===== src/rtl/ser_rr_sched_pkg.sv =====
// Shared types and constants for the round-robin serial scheduler.
// Define SER_RR_SCHED_PARITY_EN to append an even-parity bit to every frame.
package ser_rr_sched_pkg;

   typedef enum logic [0:0] {
      IDLE  = 1'b0,
      SHIFT = 1'b1
   } state_t;

   // Counter width able to hold the largest bit index of a frame, parity included
   function automatic int unsigned cnt_w(input int unsigned data_w);
      return $clog2(data_w + 1);
   endfunction

`ifdef SER_RR_SCHED_PARITY_EN
   localparam int unsigned FRAME_EXTRA = 1;
`else
   localparam int unsigned FRAME_EXTRA = 0;
`endif

endpackage


===== src/rtl/ser_rr_sched_if.sv =====
// Requester/serial-link bundle of the round-robin serial scheduler.
interface ser_rr_sched_if #(
   parameter int unsigned NUM_REQ = 4,
   parameter int unsigned DATA_W  = 4
);
   localparam int unsigned IDX_W = $clog2(NUM_REQ);

   logic [NUM_REQ-1:0]        req_i;
   logic [NUM_REQ*DATA_W-1:0] data_i;
   logic [NUM_REQ-1:0]        ack_o;
   logic                      serial_o;
   logic                      valid_o;
   logic                      last_o;
   logic [IDX_W-1:0]          src_o;
   logic                      idle_o;

   modport slave (
      input  req_i, data_i,
      output ack_o, serial_o, valid_o, last_o, src_o, idle_o
   );

   modport master (
      output req_i, data_i,
      input  ack_o, serial_o, valid_o, last_o, src_o, idle_o
   );
endinterface


===== src/rtl/rr_pick.sv =====
// Combinational round-robin picker: first requester at or after ptr, wrapping.
module rr_pick #(
   parameter int unsigned NUM_REQ = 4,
   parameter int unsigned IDX_W   = $clog2(NUM_REQ)
) (
   input  logic [NUM_REQ-1:0] req,
   input  logic [IDX_W-1:0]   ptr,
   output logic [NUM_REQ-1:0] gnt,
   output logic [IDX_W-1:0]   idx,
   output logic               any
);

   // Scan from the farthest offset down so the nearest request wins
   always_comb begin
      idx = '0;
      any = |req;
      for (int off = int'(NUM_REQ) - 1; off >= 0; off--) begin
         if (req[(32'(ptr) + 32'(off)) % NUM_REQ])
            idx = IDX_W'((32'(ptr) + 32'(off)) % NUM_REQ);
      end
      gnt = any ? (NUM_REQ'(1) << idx) : '0;
   end

endmodule


===== src/rtl/ser_rr_sched.sv =====
// Round-robin scheduler sharing one LSB-first shift engine among NUM_REQ requesters.
// Define SER_RR_SCHED_PARITY_EN to append an even-parity bit after the data MSB.
module ser_rr_sched
   import ser_rr_sched_pkg::*;
#(
   parameter int unsigned NUM_REQ = 4,
   parameter int unsigned DATA_W  = 4
) (
   input logic          clk,
   input logic          reset_n,
   ser_rr_sched_if.slave bus
);

   localparam int unsigned IDX_W     = $clog2(NUM_REQ);
   localparam int unsigned CNT_W     = cnt_w(DATA_W);
   localparam int unsigned FRAME_LEN = DATA_W + FRAME_EXTRA;
   localparam logic [CNT_W-1:0] LAST_CNT = CNT_W'(FRAME_LEN - 1);

   localparam logic [0:0] ST_IDLE  = IDLE;
   localparam logic [0:0] ST_SHIFT = SHIFT;

   logic [0:0]           state_q, state_d;
   logic [FRAME_LEN-1:0] sreg_q, sreg_d;
   logic [CNT_W-1:0]     cnt_q, cnt_d;
   logic [IDX_W-1:0]     ptr_q, ptr_d;
   logic [IDX_W-1:0]     src_q, src_d;
   logic                 last_q, last_d;

   logic [NUM_REQ-1:0]   pick_gnt;
   logic [IDX_W-1:0]     pick_idx;
   logic                 pick_any;
   logic                 at_last_c;
   logic                 capture_c;
   logic                 grant_c;
   logic [DATA_W-1:0]    word_c;
   logic [FRAME_LEN-1:0] load_c;

   rr_pick #(
      .NUM_REQ (NUM_REQ),
      .IDX_W   (IDX_W)
   ) u_pick (
      .req (bus.req_i),
      .ptr (ptr_q),
      .gnt (pick_gnt),
      .idx (pick_idx),
      .any (pick_any)
   );

   // A new word may be taken while idle or on the final bit of the current frame
   assign at_last_c = (state_q == ST_SHIFT) && (cnt_q == LAST_CNT);
   assign capture_c = reset_n && ((state_q == ST_IDLE) || at_last_c);
   assign grant_c   = capture_c && pick_any;
   assign word_c    = bus.data_i[32'(pick_idx) * DATA_W +: DATA_W];

`ifdef SER_RR_SCHED_PARITY_EN
   assign load_c = {^word_c, word_c};
`else
   assign load_c = word_c;
`endif

   always_ff @(posedge clk or negedge reset_n) begin
      if (!reset_n) begin
         state_q <= ST_IDLE;
         sreg_q  <= '0;
         cnt_q   <= '0;
         ptr_q   <= '0;
         src_q   <= '0;
         last_q  <= 1'b0;
      end else begin
         state_q <= state_d;
         sreg_q  <= sreg_d;
         cnt_q   <= cnt_d;
         ptr_q   <= ptr_d;
         src_q   <= src_d;
         last_q  <= last_d;
      end
   end

   // Zero-filled shifting leaves sreg at 0 once a frame drains, so serial idles low
   always_comb begin
      state_d = state_q;
      sreg_d  = sreg_q;
      cnt_d   = cnt_q;
      ptr_d   = ptr_q;
      src_d   = src_q;

      if (state_q == ST_SHIFT) begin
         sreg_d = sreg_q >> 1;
         if (at_last_c)
            state_d = ST_IDLE;
         else
            cnt_d = cnt_q + 1'b1;
      end

      if (grant_c) begin
         state_d = ST_SHIFT;
         sreg_d  = load_c;
         cnt_d   = '0;
         src_d   = pick_idx;
         ptr_d   = (pick_idx == IDX_W'(NUM_REQ - 1)) ? '0 : pick_idx + 1'b1;
      end

      last_d = (state_d == ST_SHIFT) && (cnt_d == LAST_CNT);
   end

   assign bus.ack_o    = grant_c ? pick_gnt : '0;
   assign bus.serial_o = sreg_q[0];
   assign bus.valid_o  = (state_q == ST_SHIFT);
   assign bus.last_o   = last_q;
   assign bus.src_o    = src_q;
   assign bus.idle_o   = (state_q == ST_IDLE) && !(|bus.req_i);

endmodule


===== src/flat_wrapper.sv =====
// flat-port wrapper written by rule: the top's interface ports become plain ports
module ser_rr_sched_flat import ser_rr_sched_pkg::*;
#(
   parameter int unsigned NUM_REQ = 4,
   parameter int unsigned DATA_W  = 4
)
  (clk, reset_n, bus_req_i, bus_data_i, bus_ack_o, bus_serial_o, bus_valid_o, bus_last_o, bus_src_o, bus_idle_o);
  ser_rr_sched_if #(.NUM_REQ(NUM_REQ), .DATA_W(DATA_W)) bus_i ();
  input logic clk;
  input logic reset_n;
  input wire logic [$bits(bus_i.req_i)-1:0] bus_req_i;
  input wire logic [$bits(bus_i.data_i)-1:0] bus_data_i;
  output wire logic [$bits(bus_i.ack_o)-1:0] bus_ack_o;
  output wire logic [$bits(bus_i.serial_o)-1:0] bus_serial_o;
  output wire logic [$bits(bus_i.valid_o)-1:0] bus_valid_o;
  output wire logic [$bits(bus_i.last_o)-1:0] bus_last_o;
  output wire logic [$bits(bus_i.src_o)-1:0] bus_src_o;
  output wire logic [$bits(bus_i.idle_o)-1:0] bus_idle_o;
  assign bus_i.req_i = bus_req_i;
  assign bus_i.data_i = bus_data_i;
  assign bus_ack_o = bus_i.ack_o;
  assign bus_serial_o = bus_i.serial_o;
  assign bus_valid_o = bus_i.valid_o;
  assign bus_last_o = bus_i.last_o;
  assign bus_src_o = bus_i.src_o;
  assign bus_idle_o = bus_i.idle_o;
  ser_rr_sched #(.NUM_REQ(NUM_REQ), .DATA_W(DATA_W)) u_core (.clk(clk), .reset_n(reset_n), .bus(bus_i));
endmodule

===== config.mk =====
export PLATFORM = sky130hd
export DESIGN_NAME = ser_rr_sched_flat
export DESIGN_NICKNAME = d
export VERILOG_FILES = /design/src/rtl/ser_rr_sched_pkg.sv /design/src/rtl/ser_rr_sched_if.sv /design/src/rtl/rr_pick.sv /design/src/rtl/ser_rr_sched.sv /design/src/flat_wrapper.sv
export SDC_FILE = /design/constraint.sdc
export NUM_CORES = 1
export LEC_CHECK = 0
export BUFFER_PORTS_ARGS = -buffer_cell sky130_fd_sc_hd__buf_2
export CAP_MARGIN = 10
export CELL_PAD_IN_SITES_DETAIL_PLACEMENT = 0
export CELL_PAD_IN_SITES_GLOBAL_PLACEMENT = 1
export CORE_UTILIZATION = 35
export DETAILED_ROUTE_END_ITERATION = 10
export GPL_ROUTABILITY_DRIVEN = 0
export PLACE_DENSITY_LB_ADDON = 0.1
export SYNTH_ARGS = -nofsm -noshare
export SYNTH_HDL_FRONTEND = slang
export SYNTH_SLANG_ARGS = --single-unit

===== constraint.sdc =====
create_clock -name clk -period 3 [get_ports clk]
set_clock_uncertainty 0.1 [all_clocks]
set_input_delay 0.6 -clock clk [delete_from_list [all_inputs] [get_ports clk]]
set_output_delay 0.6 -clock clk [all_outputs]
set_load 0.01 [all_outputs]

# Yosys cells after proc, flatten, opt, wreduce, memory -nomap -nowiden
# Index checks and enable logic that the tools add are counted.
[word_totals]
reg_bits = 13
output_inout_bits = 10
elab_cells = 53
[classes]
muxes = 23
magnitude_cmp = 4
n_reduce_logical = 9
add_sub_neg = 5
bitwise = 1
shift = 2
eq_ne = 3
[ops]
columns = ["op", "n"]
rows = [
  ["two-way mux 4 bit", 4],
  ["variable part select 16 x 5 -> 4 bit", 1],
  ["less-than comparator 2 x 3 -> 1 bit, second input constant", 4],
  ["two-way mux 2 bit", 5],
  ["two-way mux 3 bit", 3],
  ["binary-select mux 1 bit (select 2 bit)", 4],
  ["two-way mux 1 bit", 7],
  ["equality test 3 x 2 -> 1 bit, second input constant", 2],
  ["logical AND 1 bit", 5],
  ["adder 2 x 1 -> 2 bit, second input constant", 2],
  ["adder 2 bit, second input constant", 2],
  ["OR reduction 4 bit", 1],
  ["left shift 1 x 2 -> 4 bit, first input constant", 1],
  ["adder 3 x 1 -> 3 bit, second input constant", 1],
  ["equality test 2 bit, second input constant", 1],
  ["nonzero test 2 bit", 1],
  ["logical NOT 1 bit", 1],
  ["logical OR 1 bit", 1],
  ["NOT 1 bit", 1],
]

# Longest topological paths before layout
[logic_depth]
ltp_word = 10
ltp_mapped = 8

# Modules after synthesis
# Synthesis repeated with hierarchy kept, for this count alone.
[hier_totals]
cells_unflattened = 82
area_unflattened_um2 = 929.6
[modules_own_cells]
columns = ["module", "seq_area_each_um2", "cells_per_inst", "area_each_um2", "n_inst"]
rows = [
  ["ser_rr_sched", 325.3, 53, 733.2, 1],
  ["rr_pick", 0.0, 29, 196.4, 1],
]

# Worst setup path before layout
# No wires, ideal clock.
[synth_timing]
path_kind = "input to output"
start = "input port bus_req_i[3]"
end = "output port bus_ack_o[3]"
cell_stages = 5
n_path_buf = 0
arrival_time_ns = 1.696
path_slack_ns = 0.604
cell_sequence = "or2b_2 -> a211oi_2 -> nor2_1 -> ha_1 -> and2_1"
[synth_via]
elab_chain_len = 9
elab_cells_between_ends = 17
cone_classes = "shift (1); mux (14); reduce/logical (2)"
[synth_rtl]
columns = ["element", "line", "text"]
rows = [
  ["start: declaration", "flat_wrapper.sv:11", "input wire logic [$bits(bus_i.req_i)-1:0] bus_req_i;"],
  ["binary-select mux 1 bit (select 2 bit)", "rr_pick.sv:18", "if (req[(32'(ptr) + 32'(off)) % NUM_REQ])"],
  ["two-way mux 1 bit (not written as such)", "rr_pick.sv:18", ""],
  ["two-way mux 2 bit (4 in a row)", "rr_pick.sv:18", ""],
  ["left shift 1 x 2 -> 4 bit", "rr_pick.sv:21", "gnt = any ? (NUM_REQ'(1) << idx) : '0;"],
  ["two-way mux 4 bit", "rr_pick.sv:21", ""],
  ["two-way mux 4 bit (*)", "ser_rr_sched.sv:106", "assign bus.ack_o = grant_c ? pick_gnt : '0;"],
  ["end: declaration", "flat_wrapper.sv:13", "output wire logic [$bits(bus_i.ack_o)-1:0] bus_ack_o;"],
]
# Every way passes the cells marked *; elsewhere a longest branch is shown, timed or not. The select of a mux whose other input is x is not followed.

# Final worst setup path
[layout_timing]
start = "register u_core.cnt_q[0]"
end = "output port bus_ack_o[2]"
[layout_via]
elab_chain_len = 6
[layout_rtl]
columns = ["element", "line", "text"]
rows = [
  ["start: declaration", "ser_rr_sched.sv:24", "logic [CNT_W-1:0] cnt_q, cnt_d;"],
  ["start signal: assignment", "ser_rr_sched.sv:72", "cnt_q <= cnt_d;"],
  ["equality test 3 x 2 -> 1 bit", "ser_rr_sched.sv:50", "assign at_last_c = (state_q == ST_SHIFT) && (cnt_q == LAST_CNT);"],
  ["logical AND 1 bit", "ser_rr_sched.sv:50", ""],
  ["logical OR 1 bit", "ser_rr_sched.sv:51", "assign capture_c = reset_n && ((state_q == ST_IDLE) || at_last_c);"],
  ["logical AND 1 bit", "ser_rr_sched.sv:51", ""],
  ["logical AND 1 bit", "ser_rr_sched.sv:52", "assign grant_c = capture_c && pick_any;"],
  ["two-way mux 4 bit", "ser_rr_sched.sv:106", ""],
]
# No other way between the ends.

==> run_results.csv <==
group,metric,value,unit
setup_path,crit_path_max_fanout,10,
global_routing,grt_overflow,0,
detailed_routing,wl,1.88,mm
sta,slew_headroom,81.4,%
placed_design,buffer_ports.inserted,31,
sta,tns,0,ps
cells_and_area,num_antenna_cells,0,
detailed_routing,drtAntennaViolNets,0,
logic_synthesis,yosysTopAreaCellShare,36.7,%
floorplanning,ios,32,
logic_synthesis,yosys.area.top_type,"dfrtp_1",
logic_synthesis,ys_ff_latch,13,
setup_path,required,2300,ps
cells_and_area,final_cell_mix,"31 x buf_2, 16 x nand2_1, 13 x dfrtp_1",
clocking,root_buffer,"clkbuf_4",
clocking,cts_tree,"yes",
global_routing,track_usage,16.7,%
detailed_routing,wl_per_cell,11.7,um
sta,finalCritPeriodShare,92.6,%
logic_synthesis,synthCells,95,
min_path,hp-class,"in -> async",
placed_design,placed_area,1100,um2
logic_synthesis,yosysSeqAreaShare,36.7,%
floorplanning,die-height,52.3,um
setup_path,cp.buffers_inverters,1,
logic_synthesis,yosysWarnings,0,
clocking,cts_buffers,3,
setup_path,critPathKind,"reg -> out",
setup_path,max_stage_delay,420,ps
clocking,cts_setup_buffers,0,
detailed_routing,drc,0,
cells_and_area,drive_gt1_share,37.6,%
setup_path,crit_family,"simple AND/OR/NAND/NOR gates",
clocking,postCtsHoldBufs,0,
sta,max_freq,0.360,GHz
placed_design,dpl.hpwl,1.53,mm
logic_synthesis,async_flop_share,100,%
sta,tightest_slew,277,ps
logic_synthesis,synth_area_leaders,"dfrtp_1 37%, nand2_1 6.8%, mux2i_1 5.6%",
clocking,clockBufferDepth,2,
detailed_routing,drt_iter0_markers,6,
setup_path,startpoint_type,"register",
cells_and_area,final_common_cell,"buf_2",
cells_and_area,fillers,233,
global_routing,grt_pass1_wl,3.34,mm
floorplanning,core_area,2300,um2
clocking,clk_latency,270,ps
power_and_ir_drop,power_leakage,0.558,nW
clocking,cts_sinks,13,
power_and_ir_drop,switching_share,40.9,%
sta,rsz0062_at_grt,"false",
sta,slew_viol_final,0,
outcome,status,"finished, final reports clean",
logic_synthesis,ys_types,32,
sta,hold_slack,200,ps
detailed_routing,via_per_inst,5.07,
power_and_ir_drop,intPower,0.000499,W
logic_synthesis,ys.flop_type,"dfrtp_1",
setup_path,crit_top_cell,"ha_1",
logic_synthesis,synth_edf_count,0,
floorplanning,num_rows,17,
power_and_ir_drop,p_sw,0.000346,W
floorplanning,fp.dieW,52.3,um
logic_synthesis,syn_area,887,um2
sta,setup_viol,0,
power_and_ir_drop,p_seq_share,36.2,%
sta,min_period,2780,ps
clocking,clkTransAtPathRegs,80,ps
power_and_ir_drop,power_density,753,nW/um2
global_routing,grt_max_degree,15,
flow_run,maxCapViolCount,0,
logic_synthesis,synth_area_per_cell,9.34,um2
detailed_routing,routed-via-count,816,
sta,hold_viol_final,0,
cells_and_area,final_area,1120,um2
cells_and_area,nNetsFinal,159,
global_routing,antenna_found_initial,0,
detailed_routing,drtPass1Iterations,3,
floorplanning,dieArea,2740,um2
setup_path,cp.arrival,2080,ps
power_and_ir_drop,pwr-share-comb,51.0,%
power_and_ir_drop,vdd_drop_max,399,uV
clocking,cts_resized,0,
setup_path,path_cells,"ha_1, ha_1, or2b_2, and2b_2, nand2_1, nor2_1, buf_2",
power_and_ir_drop,clkPwrFrac,12.8,%
cells_and_area,area_delta_synth_final,26.5,%
logic_synthesis,syn-num-nets,120,
setup_path,rrSetupSlack,1040,ps
setup_path,critPathSlowestCell,"dfrtp_1",
global_routing,grt_pass1_vias,802,
floorplanning,initial_core_util,38.6,%
setup_path,end_kind,"output pin",
clocking,cts_max_level,1,
## layout make-up
class                           instances  area, um2  share of cell area, %
Clock buffer                            4       26.3                   2.34
Inverter                                2       7.51                  0.669
Multi-Input combinational cell         78        536                   47.7
Sequential cell                        13        325                   29.0
Tap cell                               28       35.0                   3.12
Timing Repair Buffer                   36        193                   17.2
## power groups by stage
| stage | clock network, W | registers (W) | logic, W |
|---|---|---|---|
| 2_1_floorplan | 0 | 0.000306 | 0.000334 |
| 5_1_grt | 0.000123 | 0.000316 | 0.000497 |
| 3_3_place_gp | 0 | 0.000309 | 0.000431 |
| 3_5_place_dp | 0 | 0.000311 | 0.000436 |
| 4_1_cts | 0.000114 | 0.000307 | 0.000438 |
| 6_report | 0.000108 | 0.000306 | 0.000431 |
## synth_stat cells, types with 2 or more instances
cell type / n
nand2b_1: 2
dfrtp_1: 13
o21ai_0: 6
a31oi_1: 4
mux2i_1: 5
nor2_1: 10
nand3_1: 7
or2b_2: 2
a21bo_1: 3
nand2_1: 16
inv_1: 2
o211ai_1: 3
ha_1: 3
## logic make-up (layout without fill, tap and decap cells)
kind of cell / count (synthesis) / count (layout) / share of synthesized area, %
AO/OA/AOI/OAI: 24 / 24 / 22.8
adder cells (fa/ha/maj): 3 / 3 / 4.23
flip-flops: 13 / 13 / 36.7
buffers and inverters: 4 / 42 / 2.96
multiplexers: 5 / 5 / 5.64
AND/OR/NAND/NOR: 46 / 46 / 27.6
## layer usage
| metal | GRT usage (%) | share of wire [%] | vias up |
|---|---|---|---|
| li1 | - | - | 421 |
| met1 | 20.1 | 46 | 380 |
| met2 | 27.8 | 50 | 13 |
| met3 | 5.22 | 2.9 | 2 |
| met4 | 5.26 | 0.75 | 0 |
| met5 | 0 | 0 | - |
## registers in the layout (all words and copies together), names as in the netlist
| name | count |
|---|---|
| u_core.bus.src_o | 2 |
| u_core.ptr_q | 2 |
| u_core.bus.valid_o | 1 |
| u_core.cnt_q | 3 |
| u_core.sreg_q | 4 |
| u_core.bus.last_o | 1 |
## final timing paths
| kind | start | endpoint | depth (start not counted) |
|---|---|---|---|
| max in group asynchronous | reset_n | u_core.cnt_q[2] | 2 |
| min in group clk | u_core.bus.src_o[0] | u_core.bus.src_o[0] | 2 |
| min | reset_n | u_core.ptr_q[0] | 2 |
| max reg2reg | u_core.cnt_q[0] | u_core.sreg_q[2] | 6 |
| max | u_core.cnt_q[0] | bus_ack_o[2] | 7 |
| min reg2reg | u_core.bus.src_o[0] | u_core.bus.src_o[0] | 2 |
## stage by stage
stage / power [W] / utilization, % / cells / setup slack (ps)
finish: 0.000845 / 48.9 / 161 / 222
detailed placement: 0.000748 / 47.7 / 157 / 465
CTS: 0.000858 / 48.9 / 161 / 217
floorplan: 0.000640 / - / 95 / 604
global route: 0.000937 / 48.9 / 161 / 83.9
global placement: 0.000741 / 47.7 / 157 / 481
Power figures use the tool's default switching activity.
